## src/rtl/pipe_skid_stage_pkg.sv

```systemverilog
// Shared types and default widths for the elastic inter-stage pipeline register.
// The exception struct is the single source of the exception vector width.
package pipe_skid_stage_pkg;

  typedef struct packed {
    logic instr_misalign;
    logic instr_fault;
    logic illegal_instr;
    logic breakpoint;
    logic load_misalign;
    logic load_fault;
    logic store_misalign;
    logic store_fault;
    logic ecall;
  } pipe_exc_t;

  typedef enum logic [1:0] {
    EMPTY = 2'd0,
    FULL  = 2'd1,
    SKID  = 2'd2
  } pipe_state_e;

  localparam int PIPE_DATA_W = 32;
  localparam int PIPE_EXC_W  = $bits(pipe_exc_t);
  localparam int PIPE_CNT_W  = 32;

endpackage

```

## src/rtl/pipe_skid_stage_sat_counter.sv

```systemverilog
// Width-parametrised saturating event counter: counts enabled cycles and
// sticks at all-ones. Cleared only by the asynchronous active-low reset.
module pipe_sat_counter #(
  parameter int W = 32
) (
  input  logic         clk_i,
  input  logic         rst_ni,
  input  logic         en_i,
  output logic [W-1:0] cnt_o
);

  logic [W-1:0] cnt_q;
  logic [W-1:0] cnt_d;

  always_comb begin
    cnt_d = cnt_q;
    if (en_i && (cnt_q != {W{1'b1}})) begin
      cnt_d = cnt_q + W'(1);
    end
  end

  always_ff @(posedge clk_i or negedge rst_ni) begin
    if (!rst_ni) begin
      cnt_q <= '0;
    end else begin
      cnt_q <= cnt_d;
    end
  end

  assign cnt_o = cnt_q;

endmodule

```

## src/rtl/pipe_skid_stage.sv

```systemverilog
// Two-entry valid/ready pipeline register (main + skid) with registered in_ready
// and synchronous flush. Stall/bubble counters exist only with PIPE_PERF_CNT_EN.
module pipe_skid_stage
  import pipe_skid_stage_pkg::*;
#(
  parameter int DATA_W = PIPE_DATA_W,
  parameter int EXC_W  = PIPE_EXC_W,
  parameter int CNT_W  = PIPE_CNT_W
) (
  input  logic              clk,
  input  logic              rst,
  input  logic              in_valid,
  output logic              in_ready,
  input  logic [DATA_W-1:0] in_data,
  input  logic [EXC_W-1:0]  in_exc,
  output logic              out_valid,
  input  logic              out_ready,
  output logic [DATA_W-1:0] out_data,
  output logic [EXC_W-1:0]  out_exc,
  input  logic              flush,
  output logic [CNT_W-1:0]  stall_cnt,
  output logic [CNT_W-1:0]  bubble_cnt
);

  // Handshake: a transfer happens on a rising edge where valid && ready are
  // both high; a producer keeps valid and its payload stable until that edge.

  pipe_state_e       state_q;
  logic [DATA_W-1:0] main_data_q, skid_data_q;
  logic [EXC_W-1:0]  main_exc_q,  skid_exc_q;
  logic              accept, drain;

  // Both handshake outputs decode the state register only, so neither has a
  // combinational path from the opposite side of the stage.
  assign out_valid = (state_q != EMPTY);
  assign in_ready  = (state_q != SKID);
  assign accept    = in_valid && in_ready;
  assign drain     = out_valid && out_ready;
  assign out_data  = main_data_q;
  assign out_exc   = main_exc_q;

  always_ff @(posedge clk or negedge rst) begin
    if (!rst) begin
      state_q     <= EMPTY;
      main_data_q <= '0;
      main_exc_q  <= '0;
      skid_data_q <= '0;
      skid_exc_q  <= '0;
    end else if (flush) begin
      state_q <= EMPTY;
    end else begin
      unique case (state_q)
        EMPTY: begin
          if (accept) begin
            main_data_q <= in_data;
            main_exc_q  <= in_exc;
            state_q     <= FULL;
          end
        end
        FULL: begin
          if (accept && drain) begin
            main_data_q <= in_data;
            main_exc_q  <= in_exc;
          end else if (accept) begin
            skid_data_q <= in_data;
            skid_exc_q  <= in_exc;
            state_q     <= SKID;
          end else if (drain) begin
            state_q <= EMPTY;
          end
        end
        SKID: begin
          if (drain) begin
            main_data_q <= skid_data_q;
            main_exc_q  <= skid_exc_q;
            state_q     <= FULL;
          end
        end
        default: state_q <= EMPTY;
      endcase
    end
  end

`ifdef PIPE_PERF_CNT_EN
  logic stall_ev, bubble_ev;

  assign stall_ev  = out_valid && !out_ready;
  assign bubble_ev = !out_valid && out_ready;

  pipe_sat_counter #(.W(CNT_W)) u_stall_cnt (
    .clk_i  (clk),
    .rst_ni (rst),
    .en_i   (stall_ev),
    .cnt_o  (stall_cnt)
  );

  pipe_sat_counter #(.W(CNT_W)) u_bubble_cnt (
    .clk_i  (clk),
    .rst_ni (rst),
    .en_i   (bubble_ev),
    .cnt_o  (bubble_cnt)
  );
`else
  assign stall_cnt  = '0;
  assign bubble_cnt = '0;
`endif

endmodule

```

## config.mk

```make
export PLATFORM = sky130hd
export DESIGN_NAME = pipe_skid_stage
export DESIGN_NICKNAME = d
export VERILOG_FILES = /design/src/rtl/pipe_skid_stage_pkg.sv /design/src/rtl/pipe_skid_stage_sat_counter.sv /design/src/rtl/pipe_skid_stage.sv
export SDC_FILE = /design/constraint.sdc
export NUM_CORES = 1
export LEC_CHECK = 0
export ABC_AREA = 0
export CORE_MARGIN = 5
export CORE_UTILIZATION = 45
export CTS_BUF_LIST = sky130_fd_sc_hd__clkbuf_4
export CTS_CLUSTER_SIZE = 14
export DETAILED_ROUTE_END_ITERATION = 12
export GPL_TIMING_DRIVEN = 0
export PLACE_DENSITY = 0.9
export SETUP_SLACK_MARGIN = 0.4
export SYNTH_ARGS = -nofsm -noshare
export SYNTH_HDL_FRONTEND = slang
export SYNTH_SLANG_ARGS = --single-unit
```

## constraint.sdc

```tcl
create_clock -name clk -period 4.2 [get_ports clk]
set_input_delay 0.42 -clock clk [delete_from_list [all_inputs] [get_ports clk]]
set_output_delay 0.42 -clock clk [all_outputs]
set_load 0.01 [all_outputs]
```

==> results.sh, run 1 <==
export IMPL_total_leakage_power_uw=0.002717
export IMPL_timing_final_crit_period_ps=2360
export IMPL_worstPathRequired_ps=3780
export IMPL_worstSetupStartpointType="register"
export IMPL_use_met1_pct=18.47
export IMPL_tightestPinTransition_ps=558.7
export IMPL_cts_root_buf="clkbuf_4"
export IMPL_max_stage_delay_ps=540
export IMPL_run_status="finished, final reports clean"
export IMPL_grtUsageMet2_pct=27.41
export IMPL_critPathKind="register to primary output"
export IMPL_timing_rr_start="state_q[1]$_DFFE_PN0P_"
export IMPL_endpoint_class_of_the_critical_path="primary output"
export IMPL_crit_end="in_ready"
export IMPL_grt_remaining_overflow=0
export IMPL_nets=511
export IMPL_synth_warning_count=0
export IMPL_area_growth_from_synthesis_to_final_layout_pct=32.23
export IMPL_tritoncts="done"
export IMPL_rsz_0062_raised_after_global_routing="no"
export IMPL_drv_cap=0
export IMPL_post_drt_via_cell_ratio=4.327
export IMPL_synth_largest_area_cell="dfrtp_1"
export IMPL_post_synth_instance_area_mm2=0.004379
export IMPL_gr_usage_met3_pct=3.493
export IMPL_die_h_um=108.7
export IMPL_routed_via_count=2605
export IMPL_initial_antenna_violation_count=0
export IMPL_finalWorstSetupSlack_ps=1840
export IMPL_instances_no_fill=602
export IMPL_grtUsageTotal_pct=15.63
export IMPL_yosys_area_top_type_share_pct=48.00
export IMPL_numPortBuffers=88
export IMPL_final_setup_tns_ps=0
export IMPL_cts_repair_resized=0
export IMPL_clkLatencyLatePin_ps=420
export IMPL_rrSetupSlack_ps=2470
export IMPL_setup_clock_skew_after_layout_ps=12.20
export IMPL_total_power_uw=2144
export IMPL_die_w_um=108.7
export IMPL_drt_total_wl_um=8809
export IMPL_detailed_routing_iterations_pass_1=4
export IMPL_largest_net_degree_at_the_start_of_global_routing=44
export IMPL_timing_critical_path_cells="nor2b_1, buf_6, buf_6, inv_1, clkdlybuf4s50_1"
export IMPL_max_root_sink_buffers=2
export IMPL_global_route_wire_length_before_repair_um=14320
export IMPL_core_area_mm2=0.009639
export IMPL_worst_path_max_delay_cell="clkdlybuf4s50_1"
export IMPL_relSlewSlack_pct=62.76
export IMPL_critical_path_reg2reg_endpoint="skid_data_q[19]$_DFFE_PN0P_"
export IMPL_dp_hpwl_um=6580
export IMPL_initial_core_util_pct=45.43
export IMPL_crit_top_cell="buf_6"
export IMPL_ir_drop_uv=186.5
export IMPL_die_area_mm2=0.01180
export IMPL_final_max_slew_viol_count=0
export IMPL_yosys_register_bits=84
export IMPL_finalWeightedCongestion=0.7003
export IMPL_synth_yosys_seq_area_share_pct=48.00
export IMPL_std_cell_rows=36
export IMPL_crit_path_max_fanout=10
export IMPL_wl_per_cell_um=14.63
export IMPL_count_of_cell_types_in_the_netlist=21
export IMPL_timing_reg2reg_worst_path_depth=4
export IMPL_drive_above_1_share_pct=43.71
export IMPL_clock_fmax_ghz=0.4237
export IMPL_finalHoldViolCount=0
export IMPL_placedCellCount=586
export IMPL_syn_area_per_cell_um2=14.55
export IMPL_setup_violating_endpoint_count_in_the_final_report=0
export IMPL_clkSinkCount=84
export IMPL_globalRoute_busiestLayer="met2"
export IMPL_final_period_utilization_pct=56.20
export IMPL_first_iter_violations=31
export IMPL_post_synth_main_area_contributors="dfrtp_1, mux2_2, mux2_4"
export IMPL_cts_max_level=3
export IMPL_tritoncts_num_buffers=9
export IMPL_postSynthCellCount=301
export IMPL_cts_reportedPaths_clkPinSlew_ps=130
export IMPL_setup_worst_path_start="state_q[1]$_DFFE_PN0P_"
export IMPL_antenna_violating_nets_post_route=0
export IMPL_num_antenna_cells=0
export IMPL_first_global_vias=2899
export IMPL_classification_of_the_worst_slack_hold_path="register to register"
export IMPL_place_ws_ps=1933
export IMPL_power_per_cell_area_mw_per_mm2=370.2
export IMPL_io_pins=153
export IMPL_arrival_ps=1940
export IMPL_drc_errors=0
-- synth_stat cells --
master and instances:
dfrtp_1 84, mux2_2 70, buf_4 64, mux2_4 38, mux2_1 15, buf_6 13
a21oi_1 2, nand2_1 2, a21oi_4 1, conb_1 1, inv_1 1, nand2b_2 1
nand3b_1 1, nor2_1 1, nor2b_1 1, nor2b_2 1, nor3_1 1, nor3b_4 1
o21a_1 1, o22a_1 1, or2_2 1
-- registers in the layout, summed over array words and instances, names as in the netlist --
name / flops
state_q: 2
skid_data_q: 32
out_exc: 9
skid_exc_q: 9
out_data: 32
-- power breakdown --
group | switching (uW) | leakage, uW | internal, uW
Sequential | 102 | 0.00101 | 1000
Combinational | 222 | 0.00164 | 431
Clock | 261 | 0.0000616 | 127
Total | 584 | 0.00272 | 1560
-- metal layers --
layer | wire (um) | up-vias | share of wire [%]
li1 | - | 1235 | -
met1 | 3665 | 1271 | 42
met2 | 4402 | 88 | 50
met3 | 591 | 11 | 6.7
met4 | 150 | 0 | 1.7
met5 | 0 | - | 0
-- final cells by class --
cell class / instances / area (um^2)
repair buffers: 90 / 908.4
clock buffers: 11 / 82.58
clock inverters: 4 / 17.52
multi-input cells: 202 / 1883
well taps: 133 / 166.4
flip-flops and latches: 84 / 2102
fillers: 788 / 3849
inverters: 1 / 3.754
plain buffers: 77 / 626.9
-- timing repair --
action | 4_1_cts | 5_1_grt
setup buffers | 0 | 0
hold endpoints to repair | 42 | 0
hold buffers | 1 | 0
-- worst max-delay path: cells and delay by family, from the launching register on --
kind	cells	cell delay [ps]
buf+inv	4	900
simple gates	1	160
flops	1	460
-- kinds of logic after synthesis --
| logic type | Yosys count | share of synthesized area [%] |
|---|---|---|
| other | 1 | 0.08563 |
| multiplexers | 123 | 34.89 |
| AO/OA/AOI/OAI | 5 | 0.9716 |
| AND/OR/NAND/NOR | 10 | 1.657 |
| buffers and inverters | 78 | 14.40 |
| flip-flops | 84 | 48.00 |
-- stage by stage --
stage | hold WS, ps | utilization, % | cell area, um^2
after global routing | 515.2 | 60.07 | 5791
after global placement | 461.0 | 58.75 | 5663
after floorplan | 124.4 | - | 4616
final | 498.8 | 60.07 | 5791
after CTS | 503.5 | 60.07 | 5791
after detailed placement | 449.6 | 58.93 | 5680
-- layout by cell type, fill, tap and decap left out, drive strengths merged, types with 2 or more instances in the layout --
master / Yosys / routed
dfrtp: 84 / 84
nand2: 2 / 2
clkbuf: 0 / 11
buf: 77 / 79
conb: 1 / 64
clkdlybuf4s50: 0 / 87
nor2b: 2 / 2
a21oi: 3 / 3
clkinv: 0 / 4
mux2: 123 / 123
-- worst min-delay path by stage --
stage,start,to,cells past startpoint
2_1_floorplan,rst,out_data[0]$_DFFE_PN0P_,0
3_3_place_gp,skid_data_q[22]$_DFFE_PN0P_,skid_data_q[22]$_DFFE_PN0P_,1
3_5_place_dp,rst,out_exc[6]$_DFFE_PN0P_,1
4_1_cts,skid_data_q[27]$_DFFE_PN0P_,skid_data_q[27]$_DFFE_PN0P_,1
5_1_grt,skid_data_q[30]$_DFFE_PN0P_,skid_data_q[30]$_DFFE_PN0P_,1
6_report,skid_data_q[29]$_DFFE_PN0P_,skid_data_q[29]$_DFFE_PN0P_,1
No activity file was read; power rests on OpenSTA's default activity.
==> inputs of run 2 (changes only) <==
Settings changed: CORE_UTILIZATION 45 to 42, PLACE_DENSITY 0.9 to 0.88.
Clock period 4.2 ns to 2.1 ns, I/O delays scaled along.
==> run 2 against run 1 <==
Effect of this change: critical path depth is 2 higher; cell area rose by 5.4%; combinational power grew 110%; core utilization is 0.43 points lower; count of clock-buffer cells in the layout is 1 lower; hold slack got worse by 200 ps.
==> results.sh, run 2 (synthesis results as in run 1) <==
export IMPL_core_area_mm2=0.01023
export IMPL_clkLatencyLatePin_ps=420
export IMPL_dpl_cell_area_mm2=0.005684
export IMPL_finalWeightedCongestion=0.6887
export IMPL_drv_cap=0
export IMPL_final_max_slew_viol_count=0
export IMPL_placedCellCount=589
export IMPL_clkSinkCount=84
export IMPL_classification_of_the_worst_slack_hold_path="input port to async pin"
export IMPL_total_power_uw=4368
export IMPL_post_drt_via_cell_ratio=4.350
export IMPL_setup_violating_endpoint_count_in_the_final_report=0
export IMPL_worstSetupStartpointType="register"
export IMPL_tritoncts="done"
export IMPL_first_iter_violations=66
export IMPL_cts_reportedPaths_clkPinSlew_ps=130
export IMPL_max_stage_delay_ps=420
export IMPL_routed_via_count=2697
export IMPL_die_w_um=112.1
export IMPL_detailed_routing_iterations_pass_1=4
export IMPL_drc_errors=0
export IMPL_crit_path_max_fanout=10
export IMPL_num_antenna_cells=0
export IMPL_total_leakage_power_uw=0.002852
export IMPL_initial_antenna_violation_count=0
export IMPL_clock_fmax_ghz=0.5816
export IMPL_wl_per_cell_um=15.28
export IMPL_worst_path_max_delay_cell="dfrtp_1"
export IMPL_first_global_vias=2979
export IMPL_timing_final_crit_period_ps=1719
export IMPL_mostFrequentLayoutCells="clkdlybuf4s50_1, dfrtp_1, mux2_2, buf_4, conb_1"
export IMPL_die_area_mm2=0.01257
export IMPL_arrival_ps=2030
export IMPL_relSlewSlack_pct=64.07
export IMPL_place_ws_ps=14.99
export IMPL_dp_hpwl_um=6929
export IMPL_area_growth_from_synthesis_to_final_layout_pct=39.34
export IMPL_die_h_um=112.1
export IMPL_drt_total_wl_um=9471
export IMPL_finalWorstSetupSlack_ps=380.5
export IMPL_tightestPinTransition_ps=539.0
export IMPL_cts_root_buf="clkbuf_4"
export IMPL_finalHoldViolCount=0
export IMPL_grtUsageTotal_pct=14.90
export IMPL_setup_clock_skew_after_layout_ps=16.23
export IMPL_cp_buffers_inverters=3
export IMPL_timing_critical_path_cells="buf_6, nor2b_4, nand2_2, a21oi_4, buf_6, buf_6, mux2_4"
export IMPL_ir_drop_uv=396.0
export IMPL_global_route_wire_length_before_repair_um=15270
export IMPL_tritoncts_num_buffers=9
export IMPL_fillCellCount=809
export IMPL_io_pins=153
export IMPL_cts_max_level=3
export IMPL_finish_instance_area_mm2=0.006102
export IMPL_grt_remaining_overflow=0
export IMPL_final_setup_tns_ps=0
export IMPL_endpoint_class_of_the_critical_path="register"
export IMPL_instances_no_fill=620
export IMPL_power_per_cell_area_mw_per_mm2=715.8
export IMPL_crit_top_cell="buf_6"
export IMPL_final_period_utilization_pct=81.88
export IMPL_numPortBuffers=88
export IMPL_initial_core_util_pct=42.80
export IMPL_most_common_cell_after_layout_fill_and_taps_aside="clkdlybuf4s50_1"
export IMPL_critPathKind="register to register"
export IMPL_largest_net_degree_at_the_start_of_global_routing=45
export IMPL_critical_path_top_delay_family="buffers and inverters"
export IMPL_antenna_violating_nets_post_route=0
export IMPL_worstPathRequired_ps=2410
export IMPL_max_root_sink_buffers=2
export IMPL_drive_above_1_share_pct=47.11
export IMPL_rsz_0062_raised_after_global_routing="yes"
export IMPL_std_cell_rows=37
export IMPL_nets=526
export IMPL_run_status="finished, final reports clean"
run 2: cell types whose count changed in the layout (fill, tap and decap cells not counted), sizes merged:
cell           change
clkbuf             +4
clkinvlp           +2
clkinv             -1
clkdlybuf4s50      -2
buf               +12
run 2: path summary, 6_finish.rpt:
path	start	end	slack, ps	cells after the start
min in group clk	in_data[25]	skid_data_q[25]$_DFFE_PN0P_	410	2
max in group asynchronous	rst	skid_exc_q[8]$_DFFE_PN0P_	1180	3
setup / recovery	state_q[1]$_DFFE_PN0P_	out_data[22]$_DFFE_PN0P_	380	7
setup reg to reg	state_q[1]$_DFFE_PN0P_	out_data[22]$_DFFE_PN0P_	380	7
hold reg to reg	skid_data_q[25]$_DFFE_PN0P_	skid_data_q[25]$_DFFE_PN0P_	500	1
hold / removal	rst	out_exc[1]$_DFFE_PN0P_	300	2
run 2: where the power goes:
group | switching (uW) | leakage, uW | total [uW] | internal [uW]
Combinational | 464 | 0.00178 | 1380 | 912
Sequential | 204 | 0.00101 | 2210 | 2000
Clock | 540 | 0.0000580 | 785 | 245
run 2: through the flow:
step	hold slack, ps	utilization [%]
after CTS	289.2	57.55
after floorplan	-85.59	-
after detailed placement	230.4	55.56
after global placement	461.0	55.39
after global routing	302.3	59.64
final	299.6	59.64
run 2: cell type report:
type	count	area, um^2	share of cell area [%]
timing repair buffer	105	1112	18.23
clock inverter	5	30.03	0.4921
clock buffer	10	75.07	1.230
multi-input combinational	202	1901	31.15
sequential	84	2102	34.45
inverter	1	3.754	0.06151
tap	136	170.2	2.789
buffer	77	708.2	11.61
run 2: worst register-to-register path, stage by stage (launching register included):
cell and delay (ps):
dfrtp_1 420, buf_6 140, nor2b_4 150, nand2_2 90
a21oi_4 190, buf_6 140, buf_6 180, mux2_4 320
run 2: layer usage:
metal	GRT usage (%)	share of wire (%)	up-vias	wire length [um]
li1	-	-	1279	-
met1	17.24	41	1309	3845
met2	26.54	51	105	4811
met3	5.229	8.2	4	772
met4	3.365	0.43	0	41
met5	0	0	-	0
run 2: repair_timing:
action,4_1_cts,5_1_grt
gates cloned,0,4
buffers inserted,9,2
endpoints found under the setup margin,82,81
endpoints found under the hold margin,40,0
gates resized for setup,12,27
pin swaps,1,2
hold buffers,1,0
==> inputs of run 3 (changes only) <==
Settings changed: CORE_UTILIZATION 42 to 45, PLACE_DENSITY 0.88 to 0.9.
Clock period 2.1 ns to 1.6 ns, I/O delays scaled along.
==> run 3 against run 2 <==
Effect of this change: the flow now finishes with violations (negative setup slack); core utilization is 6.2 points higher; maximum frequency rose by 0.65%; setup slack worse by 490 ps.
==> results.sh, run 3 (synthesis results as in run 1) <==
export IMPL_setup_clock_skew_after_layout_ps=17.50
export IMPL_largest_net_degree_at_the_start_of_global_routing=44
export IMPL_endpoint_class_of_the_critical_path="register"
export IMPL_wl_per_cell_um=15.94
export IMPL_setup_violating_endpoint_count_in_the_final_report=76
export IMPL_detailed_routing_iterations_pass_1=4
export IMPL_worstSetupStartpointType="register"
export IMPL_clkLatencyLatePin_ps=420
export IMPL_relSlewSlack_pct=61.49
export IMPL_tightestPinTransition_ps=577.7
export IMPL_ir_drop_uv=566.7
export IMPL_area_growth_from_synthesis_to_final_layout_pct=44.89
export IMPL_timing_final_crit_period_ps=1708
export IMPL_final_max_slew_viol_count=0
export IMPL_die_h_um=108.7
export IMPL_violations="negative setup slack"
export IMPL_total_leakage_power_uw=0.003153
export IMPL_wl_met1_um=4352
export IMPL_setup_worst_path_start="state_q[0]$_DFFE_PN0P_"
export IMPL_run_status="complete, but fails checks"
export IMPL_io_pins=153
export IMPL_max_stage_delay_ps=450
export IMPL_route_met3_wl_um=646
export IMPL_mostFrequentLayoutCells="buf_4, mux2_4, dfrtp_1, conb_1, clkdlybuf4s50_1"
export IMPL_std_cell_rows=36
export IMPL_core_area_mm2=0.009639
export IMPL_fillCellCount=758
export IMPL_critPathKind="register to register"
export IMPL_cts_root_buf="clkbuf_4"
export IMPL_first_iter_violations=55
export IMPL_drt_total_wl_um=10280
export IMPL_tritoncts="done"
export IMPL_clock_fmax_ghz=0.5854
export IMPL_timing_reg2reg_worst_path_depth=6
export IMPL_clkSinkCount=84
export IMPL_nets=553
export IMPL_first_global_vias=3100
export IMPL_num_antenna_cells=0
export IMPL_grt_remaining_overflow=0
export IMPL_cts_max_level=3
export IMPL_numPortBuffers=88
export IMPL_finalWeightedCongestion=0.6932
export IMPL_finalWorstSetupSlack_ps=-108.3
export IMPL_drc_errors=0
export IMPL_finish_instance_area_mm2=0.006345
export IMPL_drv_cap=0
export IMPL_initial_core_util_pct=45.43
export IMPL_critical_path_reg2reg_endpoint="out_exc[2]$_DFFE_PN0P_"
export IMPL_post_drt_via_cell_ratio=4.372
export IMPL_drive_above_1_share_pct=60.55
export IMPL_timing_rr_start="state_q[0]$_DFFE_PN0P_"
export IMPL_tritoncts_num_buffers=9
export IMPL_dp_hpwl_um=6751
export IMPL_timing_critical_path_cells="buf_6, nand3b_1, a21oi_4, buf_6, buf_12, mux2_4"
export IMPL_final_setup_tns_ps=-4602
export IMPL_max_root_sink_buffers=2
export IMPL_cts_reportedPaths_clkPinSlew_ps=130
export IMPL_most_common_cell_after_layout_fill_and_taps_aside="buf_4"
export IMPL_die_w_um=108.7
export IMPL_rsz_0062_raised_after_global_routing="yes"
export IMPL_grtUsageTotal_pct=17.31
export IMPL_routed_via_count=2820
export IMPL_met2WireLength_um=5135
export IMPL_crit_path_max_fanout=10
export IMPL_initial_antenna_violation_count=0
export IMPL_rrSetupSlack_ps=-110
export IMPL_arrival_ps=2020
export IMPL_worstPathRequired_ps=1910
export IMPL_dpl_cell_area_mm2=0.005705
export IMPL_maxUsedRoutingLayer="met4"
export IMPL_finalHoldViolCount=0
export IMPL_final_period_utilization_pct=106.8
export IMPL_die_area_mm2=0.01180
export IMPL_worst_path_max_delay_cell="dfrtp_2"
export IMPL_crit_top_cell="buf_6"
export IMPL_power_per_cell_area_mw_per_mm2=964.6
export IMPL_global_route_wire_length_before_repair_um=15670
export IMPL_classification_of_the_worst_slack_hold_path="input port to async pin"
export IMPL_antenna_violating_nets_post_route=0
run 3: cell count changes in the layout (fill, tap and decap cells not counted), moves of 3 or more:
| cell | previous run | this run |
|---|---|---|
| mux2_1 | 13 | 0 |
| mux2_4 | 40 | 88 |
| clkdlybuf4s50_1 | 85 | 44 |
| buf_4 | 70 | 94 |
| buf_6 | 7 | 10 |
| buf_2 | 1 | 41 |
| mux2_2 | 70 | 35 |
run 3: worst max-delay path, delay by kind of cell, from the launching register on:
| family | cells | cell delay [ps] |
|---|---|---|
| compound gates | 1 | 170 |
| buf+inv | 3 | 470 |
| simple gates | 1 | 200 |
| flops | 1 | 450 |
| mux | 1 | 310 |
run 3: power breakdown:
group / internal, uW / switching (uW)
Combinational: 1340 / 690
Clock: 457 / 716
Sequential: 2630 / 286
Total: 4430 / 1690
run 3: area by class of cell:
class	count	area, um^2	share of cell area [%]
Sequential cell	84	2103	33.15
Multi-Input combinational cell	202	2092	32.97
Timing Repair Buffer	132	1137	17.93
Buffer	77	716.9	11.30
Tap cell	133	166.4	2.623
Clock buffer	9	67.56	1.065
Clock inverter	7	57.56	0.9071
Inverter	1	3.754	0.05916
run 3: repair_timing:
action | CTS | global route
hold buffers | 1 | 0
buffers inserted | 33 | 5
endpoints found under the hold margin | 42 | 0
resized for setup | 253 | 5
pin swaps | 2 | 2
gates cloned | 2 | 2
endpoints found under the setup margin | 126 | 93
run 3: per-stage QoR:
| step | power (uW) | std cells | setup WS (ps) | hold WS [ps] | util (%) |
|---|---|---|---|---|---|
| detailed placement | 4703 | 586 | -413.9 | 189.7 | 59.19 |
| global placement | 4604 | 585 | -2547 | 462.8 | 59.01 |
| CTS | 6094 | 638 | -97.97 | 257.9 | 64.71 |
| global route | 6445 | 645 | -169.2 | 299.1 | 65.82 |
| floorplan | 3900 | 364 | 79.63 | -135.6 | - |
| finish | 6120 | 645 | -108.3 | 276.7 | 65.82 |
run 3: worst max path at each step:
stage                                        endpoint
after floorplan           skid_data_q[10]$_DFFE_PN0P_
after global placement     skid_data_q[9]$_DFFE_PN0P_
after detailed placement    skid_exc_q[7]$_DFFE_PN0P_
after CTS                     out_data[8]$_DFFE_PN0P_
after global routing           out_exc[2]$_DFFE_PN0P_
final                          out_exc[2]$_DFFE_PN0P_
run 3: metal layers:
metal  vias to the layer above  track usage, %
met1                      1392           20.79
met4                         0           6.763
li1                       1323               -
met3                        12           4.026
met5                         -               0
met2                        93           30.05
